**src/rtl/renode_ahb_buffered_subordinate_if.sv**
```systemverilog
// AHB-Lite subordinate bus plus the request/response channel toward the peripheral responder.
interface renode_ahb_buffered_subordinate_if #(
  parameter int unsigned AddressWidth = 32,
  parameter int unsigned DataWidth    = 32
);
  logic                    hsel;
  logic [AddressWidth-1:0] haddr;
  logic [1:0]              htrans;
  logic                    hwrite;
  logic [2:0]              hsize;
  logic [DataWidth-1:0]    hwdata;
  logic                    hready;
  logic                    hreadyout;
  logic                    hresp;
  logic [DataWidth-1:0]    hrdata;

  logic                     req_valid;
  logic                     req_ready;
  logic                     req_write;
  logic [AddressWidth-1:0]  req_addr;
  logic [2:0]               req_size;
  logic [DataWidth-1:0]     req_wdata;
  logic [DataWidth/8-1:0]   req_strb;
  logic                     rsp_valid;
  logic                     rsp_error;
  logic [DataWidth-1:0]     rsp_rdata;

  modport slave (
    input  hsel, haddr, htrans, hwrite, hsize, hwdata, hready,
    input  req_ready, rsp_valid, rsp_error, rsp_rdata,
    output hreadyout, hresp, hrdata,
    output req_valid, req_write, req_addr, req_size, req_wdata, req_strb
  );

  modport master (
    output hsel, haddr, htrans, hwrite, hsize, hwdata, hready,
    output req_ready, rsp_valid, rsp_error, rsp_rdata,
    input  hreadyout, hresp, hrdata,
    input  req_valid, req_write, req_addr, req_size, req_wdata, req_strb
  );
endinterface

```
**src/rtl/renode_ahb_buffered_subordinate.sv**
```systemverilog
// AHB-Lite subordinate that posts writes into a request FIFO and stalls reads until their
// in-order response returns; write responses are tracked by a pending counter.
module renode_ahb_buffered_subordinate #(
  parameter  int unsigned AddressWidth     = 32,
  parameter  int unsigned DataWidth        = 32,
  parameter  int unsigned FifoDepth        = 4,
  parameter  int unsigned MaxPendingWrites = 15,
  localparam int unsigned PendWidth        = $clog2(MaxPendingWrites + 1)
) (
  input  logic                 hclk,
  input  logic                 hresetn,
  renode_ahb_buffered_subordinate_if.slave bus,
  output logic                 write_error,
  output logic [PendWidth-1:0] pending_writes
);
  localparam int unsigned NumLanes = DataWidth / 8;
  localparam int unsigned PtrWidth = $clog2(FifoDepth);
  localparam int unsigned CntWidth = $clog2(FifoDepth + 1);

  typedef struct packed {
    logic                    write;
    logic [AddressWidth-1:0] addr;
    logic [2:0]              size;
    logic [DataWidth-1:0]    wdata;
    logic [NumLanes-1:0]     strb;
  } req_t;

  typedef enum logic [2:0] {IDLE, WDATA, RD_WAIT, ERR1, ERR2} state_t;

  state_t                  state, accept_state;
  logic [AddressWidth-1:0] addr_q;
  logic [2:0]              size_q;
  logic                    rd_pushed;
  logic [DataWidth-1:0]    hrdata_q;
  req_t                    fifo_mem [FifoDepth];
  logic [PtrWidth-1:0]     wr_ptr, rd_ptr;
  logic [CntWidth-1:0]     count;

  logic [31:0]          lane_off, lane_bytes, lane_base;
  logic [NumLanes-1:0]  strb;
  logic [DataWidth-1:0] lane_mask;
  logic full, pop, push, wr_ready, wr_push, rd_push, wr_rsp, rd_rsp;
  logic accept, unsupported, data_done, hreadyout_c;
  req_t push_data, head;
  logic unused_htrans;

  // Byte lanes covered by the captured transfer; misaligned addresses round down to size alignment.
  always_comb begin
    lane_off   = 32'(addr_q % AddressWidth'(NumLanes));
    lane_bytes = 32'd1 << size_q;
    lane_base  = lane_off & ~(lane_bytes - 32'd1);
    for (int unsigned i = 0; i < NumLanes; i++) begin
      strb[i]              = (i >= lane_base) && (i < lane_base + lane_bytes);
      lane_mask[i*8 +: 8]  = {8{strb[i]}};
    end
  end

  assign unused_htrans = bus.htrans[0];
  assign accept        = bus.hsel & bus.hready & bus.htrans[1];
  assign unsupported   = (32'd1 << bus.hsize) > NumLanes;
  assign full          = (count == CntWidth'(FifoDepth));
  assign pop           = bus.req_valid & bus.req_ready;
  assign wr_ready      = !full && (pending_writes < PendWidth'(MaxPendingWrites));
  assign wr_push       = (state == WDATA) && wr_ready && bus.hready;
  assign rd_push       = (state == RD_WAIT) && !rd_pushed && (!full || bus.req_ready);
  assign push          = wr_push | rd_push;
  assign wr_rsp        = bus.rsp_valid && (pending_writes != '0);
  assign rd_rsp        = bus.rsp_valid && (pending_writes == '0) && (state == RD_WAIT) && rd_pushed;

  always_comb begin
    hreadyout_c = 1'b1;
    case (state)
      WDATA:         hreadyout_c = wr_ready;
      RD_WAIT, ERR1: hreadyout_c = 1'b0;
      default:       hreadyout_c = 1'b1;
    endcase
  end

  assign data_done = bus.hready & hreadyout_c;

  always_comb begin
    accept_state = IDLE;
    if (accept) begin
      if (unsupported)     accept_state = ERR1;
      else if (bus.hwrite) accept_state = WDATA;
      else                 accept_state = RD_WAIT;
    end
  end

  always_comb begin
    push_data.write = wr_push;
    push_data.addr  = addr_q;
    push_data.size  = size_q;
    push_data.wdata = wr_push ? (bus.hwdata & lane_mask) : '0;
    push_data.strb  = strb;
  end

  // Transfer FSM, FIFO pointers and posted-write bookkeeping.
  always_ff @(posedge hclk or negedge hresetn) begin
    if (!hresetn) begin
      state          <= IDLE;
      addr_q         <= '0;
      size_q         <= '0;
      rd_pushed      <= 1'b0;
      hrdata_q       <= '0;
      write_error    <= 1'b0;
      pending_writes <= '0;
      wr_ptr         <= '0;
      rd_ptr         <= '0;
      count          <= '0;
    end else begin
      write_error <= wr_rsp & bus.rsp_error;
      case ({wr_push, wr_rsp})
        2'b10:   pending_writes <= pending_writes + PendWidth'(1);
        2'b01:   pending_writes <= pending_writes - PendWidth'(1);
        default: ;
      endcase
      if (push) wr_ptr <= wr_ptr + PtrWidth'(1);
      if (pop)  rd_ptr <= rd_ptr + PtrWidth'(1);
      case ({push, pop})
        2'b10:   count <= count + CntWidth'(1);
        2'b01:   count <= count - CntWidth'(1);
        default: ;
      endcase
      if (rd_push) rd_pushed <= 1'b1;

      if (data_done) begin
        state <= accept_state;
        if (accept) begin
          addr_q    <= bus.haddr;
          size_q    <= bus.hsize;
          rd_pushed <= 1'b0;
        end
      end else begin
        case (state)
          RD_WAIT: if (rd_rsp) begin
            state    <= bus.rsp_error ? ERR1 : IDLE;
            hrdata_q <= bus.rsp_error ? '0 : (bus.rsp_rdata & lane_mask);
          end
          ERR1:    state <= ERR2;
          default: ;
        endcase
      end
    end
  end

  always_ff @(posedge hclk) begin
    if (push) fifo_mem[wr_ptr] <= push_data;
  end

  assign head          = fifo_mem[rd_ptr];
  assign bus.req_valid = (count != '0);
  assign bus.req_write = head.write;
  assign bus.req_addr  = head.addr;
  assign bus.req_size  = head.size;
  assign bus.req_wdata = head.wdata;
  assign bus.req_strb  = head.strb;

  assign bus.hreadyout = hreadyout_c;
  assign bus.hresp     = (state == ERR1) || (state == ERR2);
  assign bus.hrdata    = hrdata_q;
endmodule

```
**src/flat_wrapper.sv**
```systemverilog
// flat-port wrapper written by rule: the top's interface ports become plain ports
module renode_ahb_buffered_subordinate_flat 
#(
  parameter  int unsigned AddressWidth     = 32,
  parameter  int unsigned DataWidth        = 32,
  parameter  int unsigned FifoDepth        = 4,
  parameter  int unsigned MaxPendingWrites = 15,
  localparam int unsigned PendWidth        = $clog2(MaxPendingWrites + 1)
)
  (hclk, hresetn, write_error, pending_writes, bus_hsel, bus_haddr, bus_htrans, bus_hwrite, bus_hsize, bus_hwdata, bus_hready, bus_req_ready, bus_rsp_valid, bus_rsp_error, bus_rsp_rdata, bus_hreadyout, bus_hresp, bus_hrdata, bus_req_valid, bus_req_write, bus_req_addr, bus_req_size, bus_req_wdata, bus_req_strb);
  renode_ahb_buffered_subordinate_if #(.AddressWidth(AddressWidth), .DataWidth(DataWidth)) bus_i ();
  input  logic hclk;
  input  logic hresetn;
  output logic write_error;
  output logic [PendWidth-1:0] pending_writes;
  input wire logic [$bits(bus_i.hsel)-1:0] bus_hsel;
  input wire logic [$bits(bus_i.haddr)-1:0] bus_haddr;
  input wire logic [$bits(bus_i.htrans)-1:0] bus_htrans;
  input wire logic [$bits(bus_i.hwrite)-1:0] bus_hwrite;
  input wire logic [$bits(bus_i.hsize)-1:0] bus_hsize;
  input wire logic [$bits(bus_i.hwdata)-1:0] bus_hwdata;
  input wire logic [$bits(bus_i.hready)-1:0] bus_hready;
  input wire logic [$bits(bus_i.req_ready)-1:0] bus_req_ready;
  input wire logic [$bits(bus_i.rsp_valid)-1:0] bus_rsp_valid;
  input wire logic [$bits(bus_i.rsp_error)-1:0] bus_rsp_error;
  input wire logic [$bits(bus_i.rsp_rdata)-1:0] bus_rsp_rdata;
  output wire logic [$bits(bus_i.hreadyout)-1:0] bus_hreadyout;
  output wire logic [$bits(bus_i.hresp)-1:0] bus_hresp;
  output wire logic [$bits(bus_i.hrdata)-1:0] bus_hrdata;
  output wire logic [$bits(bus_i.req_valid)-1:0] bus_req_valid;
  output wire logic [$bits(bus_i.req_write)-1:0] bus_req_write;
  output wire logic [$bits(bus_i.req_addr)-1:0] bus_req_addr;
  output wire logic [$bits(bus_i.req_size)-1:0] bus_req_size;
  output wire logic [$bits(bus_i.req_wdata)-1:0] bus_req_wdata;
  output wire logic [$bits(bus_i.req_strb)-1:0] bus_req_strb;
  assign bus_i.hsel = bus_hsel;
  assign bus_i.haddr = bus_haddr;
  assign bus_i.htrans = bus_htrans;
  assign bus_i.hwrite = bus_hwrite;
  assign bus_i.hsize = bus_hsize;
  assign bus_i.hwdata = bus_hwdata;
  assign bus_i.hready = bus_hready;
  assign bus_i.req_ready = bus_req_ready;
  assign bus_i.rsp_valid = bus_rsp_valid;
  assign bus_i.rsp_error = bus_rsp_error;
  assign bus_i.rsp_rdata = bus_rsp_rdata;
  assign bus_hreadyout = bus_i.hreadyout;
  assign bus_hresp = bus_i.hresp;
  assign bus_hrdata = bus_i.hrdata;
  assign bus_req_valid = bus_i.req_valid;
  assign bus_req_write = bus_i.req_write;
  assign bus_req_addr = bus_i.req_addr;
  assign bus_req_size = bus_i.req_size;
  assign bus_req_wdata = bus_i.req_wdata;
  assign bus_req_strb = bus_i.req_strb;
  renode_ahb_buffered_subordinate #(.AddressWidth(AddressWidth), .DataWidth(DataWidth), .FifoDepth(FifoDepth), .MaxPendingWrites(MaxPendingWrites)) u_core (.hclk(hclk), .hresetn(hresetn), .bus(bus_i), .write_error(write_error), .pending_writes(pending_writes));
endmodule
```
**config.mk**
```make
export PLATFORM = sky130hd
export DESIGN_NAME = renode_ahb_buffered_subordinate_flat
export DESIGN_NICKNAME = d
export VERILOG_FILES = /design/src/rtl/renode_ahb_buffered_subordinate_if.sv /design/src/rtl/renode_ahb_buffered_subordinate.sv /design/src/flat_wrapper.sv
export SDC_FILE = /design/constraint.sdc
export NUM_CORES = 1
export LEC_CHECK = 0
export BUFFER_PORTS_ARGS = -buffer_cell sky130_fd_sc_hd__buf_2
export CAP_MARGIN = 5
export CORE_UTILIZATION = 40
export DETAILED_ROUTE_END_ITERATION = 10
export GPL_TIMING_DRIVEN = 0
export PLACE_DENSITY = 0.68
export SETUP_SLACK_MARGIN = 0.1
export SYNTH_ARGS = -nofsm -noshare
export SYNTH_HDL_FRONTEND = slang
export SYNTH_SLANG_ARGS = --single-unit
```
**constraint.sdc**
```tcl
create_clock -name hclk -period 3.9 [get_ports hclk]
set_input_delay 0.39 -clock hclk [delete_from_list [all_inputs] [get_ports hclk]]
set_output_delay 0.39 -clock hclk [all_outputs]
set_load 0.1 [all_outputs]
```
==> out/summary.txt <==
Worst Path Max Fanout: 10
GPL Wtd Cong: 0.800
Synth Area in XOR/XNOR: 0.612%
Final Hold Viols: 0
TritonCTS Sinks: 371
Yosys top cell area share: 60.5%
synth unique cells: 49
WP data arrival: 3.57 ns
first drt pass iteration count: 6
register area: 10700 um2
Top-Level Pins: 221
relative slew slack: 35.1%
post-synthesis adder-cell area fraction: 1.07%
Cell Area, Synth: 14300 um2
die width: 191 um
Initial Utilization: 41.0%
status: complete, no violations
post-CTS resize count: 0
Simple-Gate Fraction of Synth Area: 4.20%
#FFs+latches synth: 371
post-layout min period: 3.35 ns
final setup violation count: 0
achievable frequency: 298 MHz
largest net degree at the start of global routing: 55
Num CTS Buffers: 41
gr usage total: 17.0%
post-layout util: 50.2%
dominant synthesized flop cell: edfxtp_1
htree depth: 2
core footprint: 34900 um2
total gr overflow: 0
first-pass GRT wire length: 46.6 mm
CP endpoint kind: flop
Layout fillers: 2908
Slew Limit Fails: 0
Syn Area/Cell: 20.1 um2
Layout Skew: 0.0185 ns
layout cell share with drive strength beyond 1: 41.5%
wire per inst: 20.6 um
most frequent cell after synthesis: edfxtp_1
vias per cell: 5.14
period utilization: 85.9%
register area share after synthesis: 75.0%
Root Buffer: clkbuf_16
top cells by count, synth: 288 x edfxtp_1, 83 x dfrtp_1, 72 x mux4_2, 34 x mux2_2, 24 x nand2_1
ys async rst share: 22.4%
initial antenna violation count: 2
PortBufs: 219
Worst-Margin Slew: 0.974 ns
Post-synth EDFFs: 288
Synth area leader: edfxtp_1
Compound-Gate Fraction of Synth Area: 3.35%
CTS max path bufs: 3
syn_nets: 831
Synth area leaders: edfxtp_1 60%, dfrtp_1 15%, mux4_2 11%
Syn. warnings: 0
cell count after synthesis: 711
largest family of logic cells by synthesized area: multiplexers
kind of critical path: reg2reg
vias in the first global route: 8073
WL final: 30.3 mm
Clock Latency Late Sink: 0.53 ns
Final #Nets: 1099
Antenna Nets Post-Route: 0
TNS Setup: 0 ns
Syn-to-layout area delta: 22.5%
CTS tree: built
multiplexer area fraction after synthesis: 14.3%
DRT iter0 DRCs: 384
DP HPWL: 19.4 mm
Post-CTS Setup Inserts: 0
Critical Path RT: 4.11 ns
# DRC: 0
area of the multi-input gates: 3380 um2
routed vias: 7551
Rows: 68
die height: 191 um
cts hold-fix bufs: 1
crit path launch type: flop
max cap viols: 0
clock slew at reported path FFs: 0.06 ns
die area: 36500 um2
Min-Delay Path Class: in2reg
setup repair after global routing missed its margin: no
## worst paths after layout
kind	end	cells after the start	slack, ns	start
min	u_core.bus.hrdata[29]	2	0.07	bus_rsp_rdata[29]
min in group asynchronous	u_core.pending_writes[3]	2	0.37	hresetn
max reg2reg	u_core.fifo_mem[3][10]	8	0.55	u_core.size_q[0]
max in group asynchronous	u_core.addr_q[19]	3	2.85	hresetn
max	u_core.fifo_mem[3][10]	8	0.55	u_core.size_q[0]
min reg2reg	u_core.bus.hrdata[4]	2	0.48	u_core.bus.hrdata[4]
## stage by stage
step                      instance area (um2)  hold slack [ns]  setup WS [ns]  cells
after floorplan                         14300           0.0944          0.248    711
after global placement                  16000            0.461          -1.33   1385
after detailed placement                16100            0.390          0.484   1390
after CTS                               17500           0.0430          0.468   1467
after global routing                    17500           0.0469          0.219   1467
final                                   17500           0.0700          0.548   1468
## area by class of cell
class                      count  share of cell area (%)
multi-input combinational    294                    19.3
antenna                        1                  0.0143
clock inverter                20                    1.36
buffer                        30                   0.864
tap                          455                    3.25
sequential                   371                    61.2
timing repair buffer         225                    7.11
inverter                      16                   0.343
clock buffer                  56                    6.58
## layer usage
metal  up-vias  wire [um]  global-route usage (%)
met3        46       2180                    4.17
li1       3409          -                       -
met4         0        441                    3.57
met1      3856      12800                    22.4
met5         -          0                       0
met2       240      14800                    28.7
## cells by family after synthesis
| group | after synthesis |
|---|---|
| XOR/XNOR | 10 |
| flip-flops | 371 |
| AO/OA/AOI/OAI | 64 |
| AND/OR/NAND/NOR | 99 |
| buffers and inverters | 46 |
| adder cells (fa/ha/maj) | 11 |
| multiplexers | 110 |
## sequential cells by signal, summed over array words and instances, names as in the netlist, 2 cells and up
register	count
u_core.addr_q	32
u_core.bus.hrdata	32
u_core.count	3
u_core.fifo_mem	288
u_core.pending_writes	4
u_core.rd_ptr	2
u_core.size_q	3
u_core.state	3
u_core.wr_ptr	2
## critical path: stages (launching register included)
cell and delay [ns]:
dfrtp_1 0.42, clkbuf_1 0.22, nor4b_1 0.36, ha_1 0.33
nand3b_1 0.17, a21o_1 0.18, a21oi_1 0.47, clkbuf_1 0.66
nor3b_1 0.22
## cell usage in the layout (no fill, tap or decap), types with 5 or more instances in the layout
| cell | Yosys | routed |
|---|---|---|
| ha_1 | 9 | 9 |
| a21oi_1 | 6 | 6 |
| buf_2 | 13 | 231 |
| clkbuf_8 | 0 | 5 |
| a22o_1 | 16 | 16 |
| mux4_2 | 72 | 72 |
| and2_1 | 23 | 19 |
| xnor2_1 | 6 | 6 |
| dfrtp_1 | 83 | 83 |
| edfxtp_1 | 288 | 288 |
| inv_1 | 16 | 16 |
| nand2_1 | 24 | 24 |
| o21ai_0 | 16 | 16 |
| a32o_1 | 8 | 8 |
| clkbuf_1 | 13 | 22 |
| and3_1 | 10 | 10 |
| buf_16 | 0 | 5 |
| nor2_1 | 6 | 6 |
| clkbuf_16 | 0 | 42 |
| mux2_2 | 34 | 34 |
| nor3b_1 | 12 | 12 |
Power is not shown: default switching activity piles up to over one toggle a cycle in this logic, so the estimate is an artifact.
